===== config.mk =====
export PLATFORM = sky130hd
export DESIGN_NAME = agc_loop
export DESIGN_NICKNAME = d
export VERILOG_FILES = /design/src/rtl/agc_pkg.sv /design/src/rtl/agc_loop_spi_tx16.sv /design/src/rtl/agc_loop.sv
export SDC_FILE = /design/constraint.sdc
export NUM_CORES = 1
export LEC_CHECK = 0
export CAP_MARGIN = 0
export CORE_MARGIN = 2
export CORE_UTILIZATION = 49
export DETAILED_ROUTE_END_ITERATION = 10
export PLACE_DENSITY = 0.7
export REMOVE_ABC_BUFFERS = 1
export SYNTH_ARGS = -nofsm -noshare
export SYNTH_HDL_FRONTEND = slang
export SYNTH_SLANG_ARGS = --single-unit

===== constraint.sdc =====
create_clock -name clk -period 7.7 [get_ports clk]
set_input_delay 0.77 -clock clk [delete_from_list [all_inputs] [get_ports clk]]
set_output_delay 0.77 -clock clk [all_outputs]
set_load 0.01 [all_outputs]

===== src/rtl/agc_pkg.sv =====
`default_nettype none
// ============================================================================
//  Module   : agc_pkg
//  Purpose  : Shared types, frame constants and saturating arithmetic for
//             the AGC / DC-offset controller and its serial DAC transmitter.
//  Revision : 1.0  initial release
// ============================================================================
package agc_pkg;

  // Loop sequencer states
  typedef enum logic [1:0] {
    ST_IDLE      = 2'd0,
    ST_CALC      = 2'd1,
    ST_SEND_GAIN = 2'd2,
    ST_SEND_OFS  = 2'd3
  } agc_state_e;

  // Serial transmitter phases
  typedef enum logic [2:0] {
    SPI_IDLE = 3'd0,
    SPI_LOW  = 3'd1,
    SPI_HIGH = 3'd2,
    SPI_TAIL = 3'd3,
    SPI_GAP  = 3'd4
  } spi_phase_e;

  localparam logic [3:0] AGC_ADDR_GAIN = 4'h1;
  localparam logic [3:0] AGC_ADDR_OFS  = 4'h2;
  localparam int         AGC_FRAME_W   = 16;

  // a + b evaluated in 9-bit signed, clamped to the 8-bit signed range.
  // Operand ranges keep the 9-bit sum itself from wrapping.
  function automatic logic signed [7:0] sat_add8(input logic signed [7:0] a,
                                                 input logic signed [8:0] b);
    logic signed [8:0] s;
    s = {a[7], a} + b;
    if (s > 9'sd127) begin
      return 8'sd127;
    end else if (s < -9'sd128) begin
      return -8'sd128;
    end
    return $signed(s[7:0]);
  endfunction

endpackage
`default_nettype wire


===== src/rtl/agc_loop_spi_tx16.sv =====
`default_nettype none
// ============================================================================
//  Module   : spi_tx16
//  Purpose  : 16-bit MSB-first 3-wire transmitter. SPI_DIV clk cycles per
//             half sclk period; MOSI set up a half period before each rising
//             edge, CS held a half period after the last falling edge, then
//             a 2*SPI_DIV idle gap before the next start is accepted.
//  Revision : 1.0  initial release
// ============================================================================
module spi_tx16
  import agc_pkg::*;
#(
  parameter int SPI_DIV = 4
) (
  input  logic                   clk,
  input  logic                   reset_n,
  input  logic                   start,
  input  logic [AGC_FRAME_W-1:0] data,
  output logic                   busy,
  output logic                   spi_cs_n,
  output logic                   spi_sclk,
  output logic                   spi_mosi
);

  localparam int             CNT_W    = $clog2(2 * SPI_DIV + 1);
  localparam logic [CNT_W-1:0] DIV_LAST = CNT_W'(SPI_DIV - 1);
  localparam logic [CNT_W-1:0] GAP_LAST = CNT_W'(2 * SPI_DIV - 1);

  spi_phase_e             phase_q, phase_d;
  logic [CNT_W-1:0]       div_q, div_d;
  logic [3:0]             bit_q, bit_d;
  logic [AGC_FRAME_W-1:0] shreg_q, shreg_d;
  logic                   cs_n_q, cs_n_d;
  logic                   sclk_q, sclk_d;
  logic                   mosi_q, mosi_d;

  // Phase sequencing: each phase lasts one divider terminal count
  always_comb begin
    phase_d = phase_q;
    div_d   = div_q;
    bit_d   = bit_q;
    shreg_d = shreg_q;
    cs_n_d  = cs_n_q;
    sclk_d  = sclk_q;
    mosi_d  = mosi_q;
    case (phase_q)
      SPI_IDLE: begin
        if (start) begin
          phase_d = SPI_LOW;
          div_d   = '0;
          bit_d   = 4'd0;
          shreg_d = data;
          cs_n_d  = 1'b0;
          mosi_d  = data[AGC_FRAME_W-1];
        end
      end
      SPI_LOW: begin
        if (div_q == DIV_LAST) begin
          div_d   = '0;
          sclk_d  = 1'b1;
          phase_d = SPI_HIGH;
        end else begin
          div_d = div_q + CNT_W'(1);
        end
      end
      SPI_HIGH: begin
        if (div_q == DIV_LAST) begin
          div_d  = '0;
          sclk_d = 1'b0;
          if (bit_q == 4'd15) begin
            phase_d = SPI_TAIL;
          end else begin
            // next bit goes out on the falling edge, i.e. while sclk is low
            bit_d   = bit_q + 4'd1;
            shreg_d = {shreg_q[AGC_FRAME_W-2:0], 1'b0};
            mosi_d  = shreg_q[AGC_FRAME_W-2];
            phase_d = SPI_LOW;
          end
        end else begin
          div_d = div_q + CNT_W'(1);
        end
      end
      SPI_TAIL: begin
        if (div_q == DIV_LAST) begin
          div_d   = '0;
          cs_n_d  = 1'b1;
          mosi_d  = 1'b0;
          phase_d = SPI_GAP;
        end else begin
          div_d = div_q + CNT_W'(1);
        end
      end
      SPI_GAP: begin
        if (div_q == GAP_LAST) begin
          div_d   = '0;
          phase_d = SPI_IDLE;
        end else begin
          div_d = div_q + CNT_W'(1);
        end
      end
      default: begin
        phase_d = SPI_IDLE;
        cs_n_d  = 1'b1;
        sclk_d  = 1'b0;
        mosi_d  = 1'b0;
      end
    endcase
  end

  // Transmitter registers; reset abandons any partial frame
  always_ff @(posedge clk or negedge reset_n) begin
    if (!reset_n) begin
      phase_q <= SPI_IDLE;
      div_q   <= '0;
      bit_q   <= 4'd0;
      shreg_q <= '0;
      cs_n_q  <= 1'b1;
      sclk_q  <= 1'b0;
      mosi_q  <= 1'b0;
    end else begin
      phase_q <= phase_d;
      div_q   <= div_d;
      bit_q   <= bit_d;
      shreg_q <= shreg_d;
      cs_n_q  <= cs_n_d;
      sclk_q  <= sclk_d;
      mosi_q  <= mosi_d;
    end
  end

  assign busy     = (phase_q != SPI_IDLE);
  assign spi_cs_n = cs_n_q;
  assign spi_sclk = sclk_q;
  assign spi_mosi = mosi_q;

endmodule
`default_nettype wire


===== src/rtl/agc_loop.sv =====
`default_nettype none
// ============================================================================
//  Module   : agc_loop
//  Purpose  : Once-per-period gain and DC-offset trim controller. Samples the
//             upstream statistics mid-period, steps the gain/offset codes and
//             writes changed codes to the front-end DAC over spi_tx16.
//  Config   : AGC_DC_TRIM_EN enables the offset loop and offset frames.
//  Revision : 1.0  initial release
// ============================================================================
module agc_loop
  import agc_pkg::*;
#(
  parameter int         PERIOD_LOG2 = 19,
  parameter logic [7:0] TARGET      = 8'd85,
  parameter logic [7:0] HYST        = 8'd6,
  parameter logic [5:0] GAIN_INIT   = 6'd32,
  parameter logic [5:0] GAIN_MAX    = 6'd63,
  parameter int         DC_SHIFT    = 3,
  parameter int         SPI_DIV     = 4
) (
  input  logic       clk,
  input  logic       reset_n,
  input  logic [7:0] h0,
  input  logic [7:0] dc,
  input  logic       hold,
  output logic [5:0] gain,
  output logic [7:0] offset,
  output logic       spi_cs_n,
  output logic       spi_sclk,
  output logic       spi_mosi,
  output logic       busy,
  output logic       overrun
);

  // Mid-period sample point, independent of the upstream dump phase
  localparam logic [PERIOD_LOG2-1:0] SAMPLE_PT = {1'b1, {(PERIOD_LOG2-1){1'b0}}};
  localparam logic [8:0] H0_HI = {1'b0, TARGET} + {1'b0, HYST};
  localparam logic [8:0] H0_LO = {1'b0, TARGET} - {1'b0, HYST};

  logic [PERIOD_LOG2-1:0] cnt_q, cnt_d;
  agc_state_e             state_q, state_d;
  logic [7:0]             h0_q, h0_d;
  logic [5:0]             gain_q, gain_d;
  logic signed [7:0]      ofs_q, ofs_d;
  logic                   force_q, force_d;
  logic                   ofs_pend_q, ofs_pend_d;
  logic                   overrun_q, overrun_d;

  logic                   sample_pt;
  logic                   busy_now;
  logic [5:0]             gain_new;
  logic signed [7:0]      ofs_new;
  logic                   gain_send;
  logic                   ofs_send;
  logic                   spi_start;
  logic [AGC_FRAME_W-1:0] spi_data;
  logic                   spi_busy;

  assign sample_pt = (cnt_q == SAMPLE_PT);
  assign busy_now  = !spi_cs_n || (state_q == ST_SEND_GAIN) || (state_q == ST_SEND_OFS);

  // Gain law on the registered h0, with 9-bit thresholds
  always_comb begin
    gain_new = gain_q;
    if (!hold) begin
      if ({1'b0, h0_q} > H0_HI) begin
        gain_new = (gain_q == 6'd0) ? 6'd0 : gain_q - 6'd1;
      end else if ({1'b0, h0_q} < H0_LO) begin
        gain_new = (gain_q >= GAIN_MAX) ? GAIN_MAX : gain_q + 6'd1;
      end
    end
  end
  assign gain_send = (gain_new != gain_q) || force_q;

`ifdef AGC_DC_TRIM_EN
  logic [7:0]        dc_q, dc_d;
  logic signed [7:0] dc_sh;
  logic signed [8:0] dc_neg;

  // Offset law: subtract the scaled DC estimate, saturating to 8 bits
  always_comb begin
    dc_sh   = $signed(dc_q) >>> DC_SHIFT;
    dc_neg  = -$signed({dc_sh[7], dc_sh});
    ofs_new = hold ? ofs_q : sat_add8(ofs_q, dc_neg);
  end
  assign ofs_send = (ofs_new != ofs_q) || force_q;
  assign dc_d     = (state_q == ST_IDLE && sample_pt && !busy_now) ? dc : dc_q;

  // DC estimate capture register
  always_ff @(posedge clk or negedge reset_n) begin
    if (!reset_n) begin
      dc_q <= 8'd0;
    end else begin
      dc_q <= dc_d;
    end
  end
`else
  // Offset trim absent: the DC estimate is deliberately ignored
  logic dc_unused;
  assign dc_unused = ^dc;
  assign ofs_new   = 8'sd0;
  assign ofs_send  = 1'b0;
`endif

  // Period counter, loop registers, overrun flag and frame sequencing
  always_comb begin
    cnt_d      = cnt_q + PERIOD_LOG2'(1);
    state_d    = state_q;
    h0_d       = h0_q;
    gain_d     = gain_q;
    ofs_d      = ofs_q;
    force_d    = force_q;
    ofs_pend_d = ofs_pend_q;
    overrun_d  = overrun_q;
    spi_start  = 1'b0;
    spi_data   = '0;
    if (sample_pt && busy_now) begin
      overrun_d = 1'b1;
    end
    case (state_q)
      ST_IDLE: begin
        if (sample_pt && !busy_now) begin
          h0_d    = h0;
          state_d = ST_CALC;
        end
      end
      ST_CALC: begin
        gain_d     = gain_new;
        ofs_d      = ofs_new;
        force_d    = 1'b0;
        ofs_pend_d = ofs_send;
        if (gain_send) begin
          spi_start = 1'b1;
          spi_data  = {AGC_ADDR_GAIN, 4'h0, 2'b00, gain_new};
          state_d   = ST_SEND_GAIN;
        end else if (ofs_send) begin
          spi_start  = 1'b1;
          spi_data   = {AGC_ADDR_OFS, 4'h0, ofs_new};
          ofs_pend_d = 1'b0;
          state_d    = ST_SEND_OFS;
        end else begin
          state_d = ST_IDLE;
        end
      end
      ST_SEND_GAIN: begin
        // transmitter idle also covers its inter-frame CS-high gap
        if (!spi_busy) begin
          if (ofs_pend_q) begin
            spi_start  = 1'b1;
            spi_data   = {AGC_ADDR_OFS, 4'h0, ofs_q};
            ofs_pend_d = 1'b0;
            state_d    = ST_SEND_OFS;
          end else begin
            state_d = ST_IDLE;
          end
        end
      end
      ST_SEND_OFS: begin
        if (!spi_busy) begin
          state_d = ST_IDLE;
        end
      end
      default: state_d = ST_IDLE;
    endcase
  end

  // Controller registers
  always_ff @(posedge clk or negedge reset_n) begin
    if (!reset_n) begin
      cnt_q      <= '0;
      state_q    <= ST_IDLE;
      h0_q       <= 8'd0;
      gain_q     <= GAIN_INIT;
      ofs_q      <= 8'sd0;
      force_q    <= 1'b1;
      ofs_pend_q <= 1'b0;
      overrun_q  <= 1'b0;
    end else begin
      cnt_q      <= cnt_d;
      state_q    <= state_d;
      h0_q       <= h0_d;
      gain_q     <= gain_d;
      ofs_q      <= ofs_d;
      force_q    <= force_d;
      ofs_pend_q <= ofs_pend_d;
      overrun_q  <= overrun_d;
    end
  end

  spi_tx16 #(
    .SPI_DIV (SPI_DIV)
  ) u_spi (
    .clk      (clk),
    .reset_n  (reset_n),
    .start    (spi_start),
    .data     (spi_data),
    .busy     (spi_busy),
    .spi_cs_n (spi_cs_n),
    .spi_sclk (spi_sclk),
    .spi_mosi (spi_mosi)
  );

  assign gain    = gain_q;
  assign offset  = ofs_q;
  assign busy    = busy_now;
  assign overrun = overrun_q;

endmodule
`default_nettype wire


==> reports/metrics.yaml, run 1 <==
route:
  final_antenna_net_count: 0
  drtIter0Drc: 195
  viasPerCell: 5.66
  wire_per_inst_um: 14.4
  detailroute.via_count: 2771
  postRouteWirelength_mm: 7.07
  dr.pass1.iters: 4
  drc: 0
final_layout:
  layout-drive-gt1-share_pct: 14.6
  nNetsFinal: 412
  antenna-diode-count: 0
  multi_input_area_um2: 1820
  synthToLayoutAreaGrowth_pct: 12.2
  finish.instance_area_um2: 4150
  layout.area.seq_um2: 1660
  fill_cells: 658
floorplanning:
  initial_core_util_pct: 50.7
  die_area_um2: 8250
  die_outline_width_um: 90.9
  die_h_um: 90.9
  ioPinCount: 38
  core_region_area_um2: 7290
  num_rows: 31
setup_path:
  timing.critical_path.fanout_max: 19
  crit_buf_inv: 1
  critPathRequiredTime_ns: 7.91
  crit_family: "simple AND/OR/NAND/NOR gates"
  arrival_ns: 3.70
  cp_slowest_cell: "or2_1"
  setup.worst_path.class: "reg -> reg"
  worstSetupStartpointType: "flip-flop"
  critPathMaxStageDelay_ns: 0.82
  cp-end-kind: "flip-flop"
  crit_chain: "inv_1 > ha_1 > nor2b_1 > a22oi_2 > o21ai_0 > a21o_1 > a211oi_2 > or2_1 > mux2_4"
cts:
  max-clock-path-buffers: 2
  cts.sinks: 66
  htree_num_levels: 3
  tritoncts: "yes"
  cts_made_buffers: 9
  cts.repair_timing.setup_buffer_count: 0
  path_clk_slew_ns: 0.07
  clk_root_buffer_cell: "clkbuf_8"
  worst_skew_pair.late_latency_ns: 0.33
  ctsHoldBuffers: 0
  cts.repair.resized: 0
run:
  drv.max_cap_violation_count: 0
grt:
  globalRoute.totalOverflow: 0
  grt_max_degree: 67
  via_count_of_the_first_global_routing_pass: 2512
  grt_antenna_before_repair: 0
  grt_first_pass_wirelength_mm: 12.1
  groute.usage.overall_pct: 18.0
logic_synthesis:
  post_synth.cell_area_avg_um2: 9.96
  synth_edf_count: 0
  yosys_synthesis_warning_count: 0
  async_reset_ff_share_pct: 100
  largest_cells_by_area_after_synthesis: "dfrtp_1 (43%), xnor2_1 (3.3%), mux2_2 (3.0%)"
  synth_seq_area_share_pct: 44.8
  yosysTopAreaCellShare_pct: 42.7
  netlist_instances: 371
  syn_area_um2: 3700
  synthDominantAreaCellType: "dfrtp_1"
  synth.ff_latch_count: 66
  synthFlopType: "dfrtp_1"
  post_synth_num_cell_types: 63
worst_hold_path:
  worstHoldPathType: "reg -> reg"
place:
  place_congestion: 0.890
  detailed_place.area_um2: 3890
  dpl.hpwl_mm: 4.86
  io_buffer_count: 21
run_status:
  outcome: "complete, no violations"
sta:
  unrepaired_setup_endpoints_after_global_routing: "no"
  timing.final.max_slew_violations: 0
  worst-slew-pin-transition_ns: 0.989
  layout_worst_path_cycle_share_pct: 45.3
  setup_viol: 0
  timing.slew.headroom_pct: 34.1
  hold_violations: 0
  max_freq_mhz: 287
  period_minus_slack_ns: 3.49
  clock_skew_ns: 0.00657
  final.setup.tns_ns: 0
power_and_ir_drop:
  max_ir_drop_vdd_uv: 96.4
  static-leakage-power_nw: 1.88
  power_density_nw_per_um2: 176
## metrics by stage
step                setup WS (ns)  power [mW]  hold WS (ns)  util [%]  instances
floorplan                    4.75       0.362         0.437         -        353
global placement             4.10       0.377         0.443      53.4        474
detailed placement           4.06       0.377         0.457      53.4        474
CTS                          4.23       0.738         0.478      56.9        490
global route                 3.93       0.759         0.509      56.9        490
finish                       4.21       0.731         0.466      56.9        490
## worst reg2reg max path, delay by kind of cell (launching register included)
| family | cells | cell delay (ns) |
|---|---|---|
| AND/OR/NAND/NOR | 2 | 0.98 |
| AO/OA/AOI/OAI | 4 | 0.98 |
| flip-flops | 1 | 0.59 |
| multiplexers | 1 | 0.36 |
| adder cells (fa/ha/maj) | 1 | 0.26 |
| buffers and inverters | 1 | 0.20 |
## registers in the layout (all words and copies together), names as in the netlist
name	flops
u_spi.bit_q	4
u_spi.spi_mosi	1
u_spi.spi_sclk	1
force_q	1
u_spi.div_q	4
h0_q	8
gain	6
u_spi.spi_cs_n	1
state_q	2
u_spi.shreg_q	15
cnt_q	19
u_spi.phase_q	3
overrun	1
## placed cells by master (no fill, tap or decap), types with 14 or more instances in the layout
| cell | netlist | routed |
|---|---|---|
| nand4_1 | 17 | 17 |
| nand2_1 | 23 | 23 |
| a21oi_1 | 19 | 19 |
| o21ai_0 | 15 | 15 |
| xnor2_1 | 14 | 14 |
| inv_1 | 22 | 22 |
| nor2_1 | 27 | 27 |
| clkdlybuf4s50_1 | 0 | 20 |
| dfrtp_1 | 63 | 63 |
## routing by layer
layer  routed length [µm]  share of wire [%]  track usage (%)  vias to the layer above
met5                    0                  0                0                        -
met4                   36               0.51             5.68                        0
met3                  194                2.7             2.75                        2
met2                 3290                 46             27.2                       46
met1                 3550                 50             26.6                     1366
li1                     -                  -                -                     1357
## synthesized netlist by cell type (6+ instances only)
library cell and number:
dfrtp_1 63, nor2_1 27, nand2_1 23, inv_1 22, a21oi_1 19, nand4_1 17
o21ai_0 15, xnor2_1 14, nand3_1 11, nor3_1 11, mux2_2 10, clkbuf_1 9
buf_4 8, a21o_1 7, and3_1 7, ha_1 7, o21ai_2 7, a31oi_1 6
## cell families (layout without fill, tap and decap cells)
group	Yosys count	in the layout	share of synthesized area, %
DFF	66	66	44.8
muxes	16	16	5.69
buffers and inverters	47	60	6.70
xor gates and xnor gates	18	18	4.27
adders and majority gates	7	7	2.37
other	1	8	0.101
AOI/OAI and AO/OA	90	90	17.5
and+or+nand+nor	126	126	18.6
## path summary, 6_finish.rpt
kind                                      from                      endpoint  slack (ns)  depth (start not counted)
setup / recovery           gain[1]$_DFFE_PN0P_  u_spi.shreg_q[2]$_DFFE_PN0P_        4.21                          9
hold / removal             overrun$_DFFE_PN0P_           overrun$_DFFE_PN0P_        0.47                          1
setup reg to reg           gain[1]$_DFFE_PN0P_  u_spi.shreg_q[2]$_DFFE_PN0P_        4.21                          9
hold reg to reg            overrun$_DFFE_PN0P_           overrun$_DFFE_PN0P_        0.47                          1
max in group asynchronous              reset_n  u_spi.shreg_q[2]$_DFFE_PN0P_        6.54                          2
min in group asynchronous              reset_n           h0_q[5]$_DFFE_PN0P_        0.61                          2
## area by class of cell
type,instances,area share [%]
Clock buffer,12,3.74
Inverter,22,1.99
Clock inverter,4,2.35
Sequential cell,66,39.9
Multi-Input combinational cell,265,43.9
Timing Repair Buffer,22,5.13
Tap cell,99,2.99
## power breakdown
| group | switching (mW) | total (mW) | leakage, nW | internal, mW |
|---|---|---|---|---|
| clock | 0.128 | 0.361 | 0.123 | 0.233 |
| sequential | 0.000991 | 0.348 | 0.814 | 0.347 |
| combinational | 0.0136 | 0.0216 | 0.941 | 0.00792 |
(Power assumes the default switching activity.)
==> run 2: changes to the inputs <==
clock period = 3.3 ns   (was 7.7 ns; I/O delays follow)
==> run 2 against run 1 <==
- cell area unchanged
- routed wire length grew 1.8%
- critical path depth did not move
- sequential power up 130%
- maximum frequency grew 22%
- die area is the same
- global-route usage increased by 0.23 points
- power rose by 110%
- via count rose by 1.9%
- setup slack lost 3.8 ns
- critical path type unchanged
- critical endpoint is now u_spi.bit_q[0]$_DFFE_PN0P_
- largest cell class unchanged
- largest power group is now sequential cells
- highest routed layer unchanged
==> reports/metrics.yaml, run 2 (synthesis results as in run 1) <==
run:
  drv.max_cap_violation_count: 0
grt:
  grt_antenna_before_repair: 0
  grt_max_degree: 38
  grt_first_pass_wirelength_mm: 12.2
  via_count_of_the_first_global_routing_pass: 2682
  globalRoute.totalOverflow: 0
  groute.usage.overall_pct: 18.2
final_layout:
  finish.instance_area_um2: 4150
  final_common_cell: "dfrtp_1"
  layout_common_cells: "dfrtp_1 (63), nor2_1 (27), nand2_1 (23), inv_1 (22), clkdlybuf4s50_1 (20)"
  antenna-diode-count: 0
  synthToLayoutAreaGrowth_pct: 12.2
  largest_register_ffs: 19
  nNetsFinal: 421
  layout-drive-gt1-share_pct: 16.5
  top_regs: "cnt_q (19), u_spi.shreg_q (15), h0_q (8)"
  max_flop_register: "cnt_q"
  layout.cells.non_filler: 499
sta:
  hold_violations: 0
  period_minus_slack_ns: 2.86
  layout_worst_path_cycle_share_pct: 86.8
  unrepaired_setup_endpoints_after_global_routing: "no"
  max_freq_mhz: 349
  timing.slew.headroom_pct: 47.1
  final.setup.tns_ns: 0
  timing.final.max_slew_violations: 0
  clock_skew_ns: 0.00789
  worst-slew-pin-transition_ns: 0.794
  setup_viol: 0
power_and_ir_drop:
  static-leakage-power_nw: 1.89
  max_ir_drop_vdd_uv: 253
  power_density_nw_per_um2: 366
setup_path:
  arrival_ns: 3.10
  cp-end-kind: "flip-flop"
  timing.critical_path.fanout_max: 10
  critPathRequiredTime_ns: 3.53
  worstSetupStartpointType: "flip-flop"
  setup.worst_path.class: "reg -> reg"
route:
  viasPerCell: 5.66
  detailroute.via_count: 2823
  drc: 0
  drtIter0Drc: 159
  postRouteWirelength_mm: 7.20
  wire_per_inst_um: 14.4
  dr.pass1.iters: 4
  final_antenna_net_count: 0
floorplanning:
  die_h_um: 90.9
  initial_core_util_pct: 50.7
  die_area_um2: 8250
  num_rows: 31
  core_region_area_um2: 7290
  ioPinCount: 38
  die_outline_width_um: 90.9
place:
  dpl.hpwl_mm: 5.03
  place_congestion: 0.899
  dp_cells: 483
  detailed_place.area_um2: 3960
  io_buffer_count: 21
cts:
  ctsHoldBuffers: 0
  worst_skew_pair.late_latency_ns: 0.34
  cts.repair.resized: 0
  path_clk_slew_ns: 0.07
  max-clock-path-buffers: 2
  clk_root_buffer_cell: "clkbuf_8"
  cts_made_buffers: 9
  cts.repair_timing.setup_buffer_count: 0
  cts.sinks: 66
  htree_num_levels: 3
  tritoncts: "yes"
worst_hold_path:
  worstHoldPathType: "in -> async"
run_status:
  outcome: "complete, no violations"
-- run 2: cell types whose count changed in the layout (fill, tap and decap cells not counted), sizes merged --
cell	change
buf	+9
bufinv	-2
clkbuf	-2
clkinv	+4
-- run 2: stage by stage --
step	hold WS [ns]	power, mW	util (%)	setup slack, ns
floorplan	0.0344	0.845	-	0.346
global placement	0.439	0.882	54.3	0.496
detailed placement	0.461	0.882	54.3	0.483
CTS	0.101	1.53	56.9	0.448
global route	0.151	1.58	56.9	0.222
finish	0.0614	1.52	56.9	0.436
-- run 2: final cells by class --
class                      count  area [µm²]
fill                         660        3150
multi-input combinational    265        1820
sequential                    66        1660
timing repair buffer          31         280
clock buffer                  10         128
tap                           99         124
inverter                      22        82.6
clock inverter                 6        57.6
-- run 2: worst paths after layout --
| kind | from | endpoint | slack (ns) | depth (start not counted) |
|---|---|---|---|---|
| hold / removal | reset_n | h0_q[5]$_DFFE_PN0P_ | 0.06 | 1 |
| hold reg to reg | overrun$_DFFE_PN0P_ | overrun$_DFFE_PN0P_ | 0.47 | 1 |
| setup / recovery | gain[0]$_DFFE_PN0P_ | u_spi.bit_q[0]$_DFFE_PN0P_ | 0.44 | 9 |
| min in group clk | overrun$_DFFE_PN0P_ | overrun$_DFFE_PN0P_ | 0.47 | 1 |
| max in group asynchronous | reset_n | u_spi.spi_cs_n$_DFFE_PN1P_ | 2.43 | 2 |
| setup reg to reg | gain[0]$_DFFE_PN0P_ | u_spi.bit_q[0]$_DFFE_PN0P_ | 0.44 | 9 |
-- run 2: power by group --
part,internal (mW),switching [mW],total (mW)
Combinational,0.0200,0.0329,0.0529
Sequential,0.811,0.00264,0.813
Clock,0.344,0.306,0.650
Total,1.17,0.342,1.52
-- run 2: per-layer routing --
metal	global-route usage, %	share of wire (%)	vias to the layer above
li1	-	-	1374
met1	24.3	47	1369
met5	0	0	-
met2	28.7	47	72
met3	3.92	5.3	8
met4	7.70	1.3	0
-- run 2: critical path, stage by stage (launching register included) --
cell and delay, ns:
dfrtp_1 0.40, buf_4 0.18, ha_1 0.30, a311oi_1 0.35, o21ai_0 0.15, a21o_1 0.21, a211oi_2 0.33, or2_1 0.48
buf_4 0.27, mux2i_4 0.08
